$ cat config.mk
export PLATFORM = sky130hd
export DESIGN_NAME = frame_detector_top
export DESIGN_NICKNAME = d
export VERILOG_FILES = /design/src/rtl/frame_detector_top.sv
export SDC_FILE = /design/constraint.sdc
export NUM_CORES = 2
export LEC_CHECK = 0
export CORE_ASPECT_RATIO = 0.7
export CORE_UTILIZATION = 39
export DETAILED_ROUTE_END_ITERATION = 10
export GPL_TIMING_DRIVEN = 0
export HOLD_SLACK_MARGIN = 0.15
export PLACE_DENSITY = 0.51
export SLEW_MARGIN = 20
export SYNTH_ARGS = -nofsm -noshare
export SYNTH_HDL_FRONTEND = slang
export SYNTH_SLANG_ARGS = --single-unit
$ cat constraint.sdc
create_clock -name clk_in -period 4.7 [get_ports clk_in]
set_input_delay 0.705 -clock clk_in [delete_from_list [all_inputs] [get_ports clk_in]]
set_output_delay 0.705 -clock clk_in [all_outputs]
set_load 0.02 [all_outputs]
$ cat src/rtl/frame_detector_top.sv
// Framed-packet receiver and 8-channel serial router: parses header/channel/payload/CRC/trailer,
// checks CRC-16/XMODEM and serializes good frames MSB first. Define GRAY_CODE_EN to Gray-code payloads.
module frame_detector_top #(
  parameter int          FIFO_DEPTH = 4,
  parameter logic [31:0] HEADER     = 32'hE0E0E0E0,
  parameter logic [31:0] TRAILER    = 32'h0E0E0E0E
) (
  input  logic        clk_in,
  input  logic        rst_n,
  input  logic [15:0] data_in,
  output logic        data_out_ch1,
  output logic        data_out_ch2,
  output logic        data_out_ch3,
  output logic        data_out_ch4,
  output logic        data_out_ch5,
  output logic        data_out_ch6,
  output logic        data_out_ch7,
  output logic        data_out_ch8,
  output logic        data_vld_ch1,
  output logic        data_vld_ch2,
  output logic        data_vld_ch3,
  output logic        data_vld_ch4,
  output logic        data_vld_ch5,
  output logic        data_vld_ch6,
  output logic        data_vld_ch7,
  output logic        data_vld_ch8,
  output logic        fifo_empty,
  output logic        fifo_full,
  output logic        crc_valid_o,
  output logic        crc_err
);

  localparam int AW      = $clog2(FIFO_DEPTH);
  localparam int CW      = AW + 1;
  localparam int ENTRY_W = 3 + 3 + 128;

  localparam logic [15:0] HDR_HI = HEADER[31:16];
  localparam logic [15:0] HDR_LO = HEADER[15:0];
  localparam logic [15:0] TRL_HI = TRAILER[31:16];
  localparam logic [15:0] TRL_LO = TRAILER[15:0];

  typedef enum logic [2:0] {P_IDLE, P_HDR, P_CHAN, P_COLLECT, P_TRL} p_state_t;
  typedef enum logic [1:0] {S_IDLE, S_LOAD, S_SHIFT} s_state_t;

  function automatic logic [15:0] crc_upd(input logic [15:0] c, input logic [15:0] w);
    logic [15:0] r;
    r = c;
    for (int i = 15; i >= 0; i--) begin
      if (r[15] ^ w[i]) r = {r[14:0], 1'b0} ^ 16'h1021;
      else              r = {r[14:0], 1'b0};
    end
    return r;
  endfunction

  // ---------------- parser ----------------
  p_state_t     p_state, p_next;
  logic [3:0]   cnt;
  logic [2:0]   chan_idx, chan_enc;
  logic [143:0] word_buf;
  logic [15:0]  crc_all, crc_excl, crc_mid, crc_one, push_word;
  logic         chan_ok, do_clear, push_one, push_two, frame_end;
  logic         frame_good, frame_bad;
  logic [127:0] payload_raw, payload_enc;

  assign chan_ok = (data_in[15:8] == 8'h00) && $onehot(data_in[7:0]);

  always_comb begin
    chan_enc = 3'd0;
    for (int i = 0; i < 8; i++) if (data_in[i]) chan_enc = 3'(i);
  end

  always_comb begin
    p_next    = p_state;
    do_clear  = 1'b0;
    push_one  = 1'b0;
    push_two  = 1'b0;
    push_word = data_in;
    frame_end = 1'b0;
    case (p_state)
      P_IDLE:  if (data_in == HDR_HI) p_next = P_HDR;
      P_HDR: begin
        if (data_in == HDR_LO)      p_next = P_CHAN;
        else if (data_in != HDR_HI) p_next = P_IDLE;
      end
      P_CHAN: begin
        if (chan_ok) begin
          p_next   = P_COLLECT;
          do_clear = 1'b1;
        end else begin
          p_next = P_IDLE;
        end
      end
      P_COLLECT: begin
        if (data_in == TRL_HI)  p_next = P_TRL;
        else if (cnt == 4'd9)   p_next = P_IDLE;
        else                    push_one = 1'b1;
      end
      P_TRL: begin
        // A lone first-trailer word turns out to be payload: buffer it after the fact.
        if (data_in == TRL_LO) begin
          p_next    = P_IDLE;
          frame_end = 1'b1;
        end else if (data_in == TRL_HI) begin
          push_word = TRL_HI;
          if (cnt == 4'd9) p_next = P_IDLE;
          else             push_one = 1'b1;
        end else if (cnt >= 4'd8) begin
          p_next = P_IDLE;
        end else begin
          push_two = 1'b1;
          p_next   = P_COLLECT;
        end
      end
      default: p_next = P_IDLE;
    endcase
  end

  always_ff @(posedge clk_in or negedge rst_n) begin
    if (!rst_n) p_state <= P_IDLE;
    else        p_state <= p_next;
  end

  assign crc_one = crc_upd(crc_all, push_word);
  assign crc_mid = crc_upd(crc_all, TRL_HI);

  // crc_excl tracks the CRC of every buffered word except the newest, which is the CRC candidate.
  always_ff @(posedge clk_in or negedge rst_n) begin
    if (!rst_n) begin
      word_buf <= '0;
      cnt      <= '0;
      chan_idx <= '0;
      crc_all  <= '0;
      crc_excl <= '0;
    end else if (do_clear) begin
      word_buf <= '0;
      cnt      <= '0;
      chan_idx <= chan_enc;
      crc_all  <= '0;
      crc_excl <= '0;
    end else if (push_one) begin
      word_buf <= {word_buf[127:0], push_word};
      cnt      <= cnt + 4'd1;
      crc_excl <= crc_all;
      crc_all  <= crc_one;
    end else if (push_two) begin
      word_buf <= {word_buf[111:0], TRL_HI, data_in};
      cnt      <= cnt + 4'd2;
      crc_excl <= crc_mid;
      crc_all  <= crc_upd(crc_mid, data_in);
    end
  end

  assign frame_good  = frame_end && (cnt >= 4'd2) && (crc_excl == word_buf[15:0]);
  assign frame_bad   = frame_end && (cnt >= 4'd2) && (crc_excl != word_buf[15:0]);
  assign payload_raw = word_buf[143:16];

`ifdef GRAY_CODE_EN
  assign payload_enc = payload_raw ^ (payload_raw >> 1);
`else
  assign payload_enc = payload_raw;
`endif

  // Handshake: frame_wr is a one-cycle valid with no ready; the FIFO accepts when not full
  // and otherwise the frame is silently dropped. fifo_rd pops only when the FIFO is non-empty.
  logic               frame_wr;
  logic [ENTRY_W-1:0] frame_entry;

  always_ff @(posedge clk_in or negedge rst_n) begin
    if (!rst_n) begin
      frame_wr    <= 1'b0;
      crc_err     <= 1'b0;
      frame_entry <= '0;
    end else begin
      frame_wr <= frame_good;
      crc_err  <= frame_bad;
      if (frame_good) frame_entry <= {chan_idx, 3'(cnt - 4'd2), payload_enc};
    end
  end

  // ---------------- frame FIFO ----------------
  logic [ENTRY_W-1:0] fifo_mem [FIFO_DEPTH];
  logic [AW-1:0]      wr_ptr, rd_ptr;
  logic [CW-1:0]      fifo_count, count_next;
  logic               fifo_wr, fifo_rd;
  logic [ENTRY_W-1:0] rd_entry;

  assign fifo_wr    = frame_wr && !fifo_full;
  assign count_next = fifo_count + CW'(fifo_wr) - CW'(fifo_rd);
  assign rd_entry   = fifo_mem[rd_ptr];

  always_ff @(posedge clk_in) begin
    if (fifo_wr) fifo_mem[wr_ptr] <= frame_entry;
  end

  always_ff @(posedge clk_in or negedge rst_n) begin
    if (!rst_n) begin
      wr_ptr     <= '0;
      rd_ptr     <= '0;
      fifo_count <= '0;
      fifo_full  <= 1'b0;
      fifo_empty <= 1'b1;
    end else begin
      if (fifo_wr) wr_ptr <= wr_ptr + AW'(1);
      if (fifo_rd) rd_ptr <= rd_ptr + AW'(1);
      fifo_count <= count_next;
      fifo_full  <= (count_next == CW'(FIFO_DEPTH));
      fifo_empty <= (count_next == '0);
    end
  end

  // ---------------- serializer ----------------
  s_state_t     s_state, s_next;
  logic [2:0]   s_chan;
  logic [127:0] s_payload;
  logic [6:0]   bit_idx, bit_idx_m1;
  logic [7:0]   chan_mask, out_data, out_vld;

  assign bit_idx_m1 = bit_idx - 7'd1;
  assign chan_mask  = 8'd1 << s_chan;

  always_comb begin
    s_next  = s_state;
    fifo_rd = 1'b0;
    case (s_state)
      S_IDLE: begin
        if (!fifo_empty) begin
          s_next  = S_LOAD;
          fifo_rd = 1'b1;
        end
      end
      S_LOAD:  s_next = S_SHIFT;
      S_SHIFT: if (bit_idx == 7'd0) s_next = S_IDLE;
      default: s_next = S_IDLE;
    endcase
  end

  // bit_idx starts at 16N-1; the final shift cycle clears the outputs, giving the inter-frame gap.
  always_ff @(posedge clk_in or negedge rst_n) begin
    if (!rst_n) begin
      s_state     <= S_IDLE;
      s_chan      <= '0;
      s_payload   <= '0;
      bit_idx     <= '0;
      out_data    <= '0;
      out_vld     <= '0;
      crc_valid_o <= 1'b0;
    end else begin
      s_state <= s_next;
      case (s_state)
        S_IDLE: begin
          if (fifo_rd) begin
            s_chan    <= rd_entry[133:131];
            bit_idx   <= {rd_entry[130:128], 4'hF};
            s_payload <= rd_entry[127:0];
          end
        end
        S_LOAD: begin
          out_vld     <= chan_mask;
          out_data    <= s_payload[bit_idx] ? chan_mask : 8'h00;
          crc_valid_o <= 1'b1;
        end
        S_SHIFT: begin
          if (bit_idx == 7'd0) begin
            out_vld     <= '0;
            out_data    <= '0;
            crc_valid_o <= 1'b0;
          end else begin
            bit_idx  <= bit_idx_m1;
            out_data <= s_payload[bit_idx_m1] ? chan_mask : 8'h00;
          end
        end
        default: ;
      endcase
    end
  end

  assign {data_out_ch8, data_out_ch7, data_out_ch6, data_out_ch5,
          data_out_ch4, data_out_ch3, data_out_ch2, data_out_ch1} = out_data;
  assign {data_vld_ch8, data_vld_ch7, data_vld_ch6, data_vld_ch5,
          data_vld_ch4, data_vld_ch3, data_vld_ch2, data_vld_ch1} = out_vld;

endmodule

### After elaboration in Yosys (flattened, before gate mapping)

Memories as Yosys holds them, arrays and structs flattened.
Index checks and enable logic that the tools add are counted.

* output and inout bits: 20
* input port bits: 18
* memory bits (writable): 536
* logic and storage cells: 314
* bits in registers: 488
* memories kept: 1

* reduce and logical (&&, ||, !) cells: 19
* muxes and demuxes: 153
* $add $sub $neg: 15
* bitwise gates (word level): 79
* shifts and indexed selects: 1
* equality and inequality tests: 21
* magnitude comparators: 4

Memories
* fifo_mem: words 4, bits a word 134, read ports 1, clocked after Yosys merged registers in 0, write ports 1, line 181 `logic [ENTRY_W-1:0] fifo_mem [FIFO_DEPTH];`

Operators with widths (count)
* 16-bit two-way mux: 51
* 13-bit two-way mux: 48
* 144-bit two-way mux: 3
* 3-bit NOT: 47
* 8-bit two-way mux: 4
* 8-bit case mux with 2 select lines: 2
* 1-bit XOR: 32
* 3-bit two-way mux: 9
* 1-bit two-way mux: 18
* 16-bit by 12-bit == test with 1-bit output, second input constant: 1
* 16-bit == test: 1
* 16-bit == test, second input constant: 1
* 7-bit by 8-bit < comparator with 1-bit output, second input constant: 2
* 16-bit != test: 1
* 16-bit != test, second input constant: 1
* 3-bit case mux with 5 select lines: 1
* 1-bit binary-select mux with 7-bit select: 2
* 2-bit two-way mux: 7
* 7-bit two-way mux: 2
* 7-bit case mux with 2 select lines: 1
* 4-bit two-way mux: 3
* 2-bit != test, second input constant: 5
* 1-bit by 1-bit adder with 2-bit output: 4
* 8-bit logical NOT: 1
* other kinds (31): 45

### Depth between registers and ports, before layout

* depth after elaboration: 112
* depth in mapped cells: 16
* gate-level depth less buffers: 14

### Worst setup path after synthesis

OpenSTA, ideal clock, no wires.

* path kind: flip-flop to flip-flop
* from: register fifo_full
* to: memory fifo_mem[0][0] (netlist name) (enable)
* clock period less this slack: 4.413 ns
* path buffers: 1
* library setup time: 0.509 ns
* arrival time: 3.903 ns
* stages on the path, launching flop included: 4
* required time: 4.191 ns
* slack: 0.287 ns
* cell sequence: dfrtp_1 nor2b_1 clkbuf_1 and2_1

* longest elaborated chain between the ends: 4

RTL lines
* start: declaration: line 28 `output logic fifo_full,`
* start signal: assignment: line 206 `fifo_full <= (count_next == CW'(FIFO_DEPTH));`
* 1-bit logical NOT: line 187 `assign fifo_wr = frame_wr && !fifo_full;`
* 1-bit logical AND: line 187
* 1-bit two-way mux: line 192 `if (fifo_wr) fifo_mem[wr_ptr] <= frame_entry;`
* 1-bit two-way mux (implied by the code): line 192
* end: declaration: line 181

No other way between the ends.

### Worst setup path in the final report

* from: input port data_in[6]
* to: register crc_all[9]

* longest elaborated chain between the ends: 8
* elaborated cells on any way between the ends: 15
* those cells by class: add/sub (3); eq/ne (2); mux (8); reduce/logical (2)

RTL lines
* start: declaration: line 10 `input logic [15:0] data_in,`
* 1-bit by 1-bit adder with 2-bit output (implied by the code): line 65 `assign chan_ok = (data_in[15:8] == 8'h00) && $onehot(data_in[7:0]);`
* 2-bit by 2-bit adder with 3-bit output (implied by the code): line 65
* 3-bit by 3-bit adder with 4-bit output (implied by the code): line 65
* 4-bit by 1-bit == test with 1-bit output: line 65
* 1-bit logical AND: line 65
* 1-bit two-way mux: line 86 `if (chan_ok) begin`
* 1-bit two-way mux: line 79 `case (p_state)`
* 3-bit nonzero test (no line) / 16-bit two-way mux (equally long branches)
* end signal: assignment: line 144 `crc_all <= crc_one;`
* end signal: assignment: line 149 `crc_all <= crc_upd(crc_mid, data_in);`
* end: declaration: line 60 `logic [15:0] crc_all, crc_excl, crc_mid, crc_one, push_word;`

Parallel ways exist; a longest one is shown, timed or not.
A chain may end at the register's enable or synchronous reset.

==> results.json <==
{
  "finalCriticalPeriod_ns": 4.54,
  "endpoint_kind": "flip-flop",
  "fp.dieH_um": 282,
  "ys_async_sr_fraction_pct": 47.7,
  "rsz0062_at_grt": "no",
  "hp-class": "in -> async",
  "synth_warnings": 0,
  "clkSlewWorstSetupHoldPaths_ns": 0.06,
  "layout_common_cells": "edfxtp_1 (536), dfrtp_1 (487), nand2_1 (312)",
  "start_util_pct": 39.4,
  "synthCells": 2804,
  "worstPathMaxFanout": 10,
  "drive_gt1_share_pct": 24.3,
  "cp_slowest_cell": "clkdlybuf4s50_1",
  "hpwlAfterDp_mm": 93.0,
  "ys.flop_type": "edfxtp_1",
  "drt_wl_total_mm": 130,
  "arrival_ns": 5.13,
  "ir_worst_vdd_uv": 698,
  "grt_start_max_net_pins": 86,
  "row_count": 102,
  "place.gp.congestion": 0.930,
  "cts_tree": "built",
  "hold_violations": 0,
  "cp_cell_sequence": "clkdlybuf4s50_1 -> inv_1 -> fa_1 -> fa_1 -> inv_1 -> ha_1 -> inv_1 -> fa_1 -> o21ai_0 -> nor2_1 -> nand3_1 -> clkbuf_1 -> o21ai_0 -> a31oi_1",
  "max_freq_mhz": 220,
  "portBuffers": 32,
  "dr.first_iter.drc_count": 3066,
  "syn_area_per_cell_um2": 15.6,
  "seq_area_frac_synth_pct": 64.9,
  "fin_crit_sh_pct": 96.6,
  "p_leak_nw": 17.5,
  "grt_pass1_vias": 25800,
  "crit_type": "in -> reg",
  "cts.sinks": 1024,
  "layout_commonest_cell": "edfxtp_1",
  "clockBufferDepth": 3,
  "final_cells": 4509,
  "cap_violations": 0,
  "tightest_slew_ns": 1.19,
  "drc": 0,
  "wl_per_cell_um": 28.8,
  "report.final.slew_viol_count": 0,
  "via_per_inst": 5.78,
  "antenna_found_initial": 23,
  "ant_nets": 0,
  "tns_ns": 0,
  "grt_pass1_wl_mm": 189,
  "powerDensity_mw_per_mm2": 464,
  "synth_edf_count": 536,
  "num-fill-cells": 9749,
  "setup_viol": 0,
  "vias": 26100,
  "worstPathRequired_ns": 5.29,
  "htree_num_levels": 3,
  "die_w_um": 402,
  "fin_nets": 3007,
  "dp_cells": 4313,
  "num_io_pins": 38,
  "fin_skew_ns": 0.0367,
  "firstDrtPassIters": 6,
  "fp.coreArea_mm2": 0.111,
  "clock_latency_ns": 0.70,
  "track_usage_pct": 23.3,
  "ys_ff_latch": 1024,
  "yosysUniqueCellTypes": 68,
  "area_growth_pct": 13.9,
  "slew_headroom_pct": 20.4,
  "synth_area_mm2": 0.0436,
  "dieArea_mm2": 0.113,
  "cts_buffers": 102,
  "synth_nets": 2848,
  "outcome": "complete, no violations",
  "critPathMaxStageDelay_ns": 0.78,
  "start_kind": "input port",
  "grt-ovfl-total": 0,
  "clock-root-buffer": "clkbuf_16"
}
==> routing by layer <==
| metal | track usage [%] | share of wire, % |
|---|---|---|
| met2 | 31.4 | 40 |
| met3 | 5.45 | 9.2 |
| met1 | 37.3 | 49 |
| met5 | 0 | 0.032 |
| met4 | 5.42 | 2.2 |
==> worst max-delay path: cells and delay by family <==
family	cells	cell delay, ns
buf+inv	5	1.92
fa+ha+maj	4	1.60
compound gates	3	0.56
simple gates	2	0.33
==> timing repair <==
item	CTS	global route
gates resized for setup	26	19
endpoints found under the hold margin	24	0
setup endpoints to repair	165	116
hold buffers	1	0
pin swaps	0	1
setup buffers	0	3
==> path summary, 6_finish.rpt <==
kind                                        startpoint                          end  slack, ns  cells after the start
hold reg to reg            frame_entry[71]$_DFFE_PN0P_    fifo_mem[0][71]$_DFFE_PP_       0.49                      0
setup / recovery                            data_in[6]       crc_all[9]$_DFFE_PN0P_       0.16                     14
setup reg to reg                bit_idx[1]$_DFFE_PN0P_      out_data[7]$_DFFE_PN0P_       0.18                     13
min in group clk_in                        data_in[13]     word_buf[13]$_DFFE_PN0P_       0.48                      2
hold / removal                                   rst_n      fifo_count[0]$_DFF_PN0_       0.47                      2
max in group asynchronous                        rst_n  frame_entry[56]$_DFFE_PN0P_       2.67                      5
==> synth_stat cells (8+ instances only) <==
cell type | n | area (um^2)
a22oi_1 | 9 | 67.6
clkbuf_1 | 126 | 473
o21ai_0 | 33 | 165
buf_4 | 8 | 60.1
buf_2 | 34 | 170
dfrtp_1 | 487 | 12200
nor2_1 | 178 | 668
a311oi_1 | 117 | 1020
mux2i_1 | 32 | 320
xnor2_1 | 81 | 709
mux2_2 | 279 | 3140
a211oi_1 | 8 | 60.1
nand3_1 | 25 | 125
a22o_1 | 19 | 166
ha_1 | 21 | 263
nand2_1 | 312 | 1170
a32o_1 | 9 | 90.1
inv_1 | 30 | 113
o22ai_1 | 13 | 81.3
a21oi_1 | 27 | 135
xor2_1 | 45 | 394
nor3_1 | 18 | 90.1
mux4_2 | 187 | 4210
a31oi_1 | 10 | 62.6
o31ai_1 | 8 | 60.1
nor2b_1 | 9 | 56.3
nor4_1 | 10 | 62.6
xnor3_2 | 8 | 190
edfxtp_1 | 536 | 16100
buf_1 | 23 | 86.3
==> cell type report <==
cell class                 instances  area (um^2)  share of cell area (%)
inverter                          32          120                   0.242
antenna                            4         10.0                  0.0201
clock inverter                    31          259                   0.521
timing repair buffer              57          915                    1.84
tap                             1456         1820                    3.67
buffer                           192          870                    1.75
clock buffer                     159         2950                    5.93
multi-input combinational       1554        14400                    29.1
sequential                      1024        28300                    57.0
==> per-stage QoR <==
stage               power (mW)  hold WS [ns]  util (%)  instance area [um^2]  worst slack (ns)
floorplan                 14.0         0.409         -                 43600             0.287
global placement          15.3         0.472      41.3                 45800            -21.02
detailed placement        15.2         0.483      41.8                 46300             -1.84
CTS                       23.2         0.410      44.8                 49600            0.0134
global route              23.9         0.439      44.8                 49700            0.0231
finish                    23.1         0.475      44.9                 49700             0.160
==> flip-flops by register name, summed over array words and instances, names as in the netlist, 2 cells and up <==
name         flops
crc_all         16
s_state          2
p_state          3
rd_ptr           2
bit_idx          7
frame_entry    134
fifo_count       3
chan_idx         3
cnt              4
out_data         8
out_vld          8
fifo_mem       536
crc_excl        16
s_payload      128
s_chan           3
word_buf       144
wr_ptr           2
==> report_power, final <==
part           switching (mW)  internal (mW)  leakage (nW)
combinational            3.15           2.52          5.66
clock                    3.47           4.47          1.57
sequential             0.0383           9.43          10.2
total                    6.66           16.4          17.5
==> kinds of logic after synthesis <==
group / share of synthesized area, %
xor gates and xnor gates: 3.89
muxes: 17.6
DFF: 64.9
and+or+nand+nor: 5.71
adders and majority gates: 0.832
AOI/OAI and AO/OA: 4.91
buffers and inverters: 2.15
(Power assumes the default switching activity.)
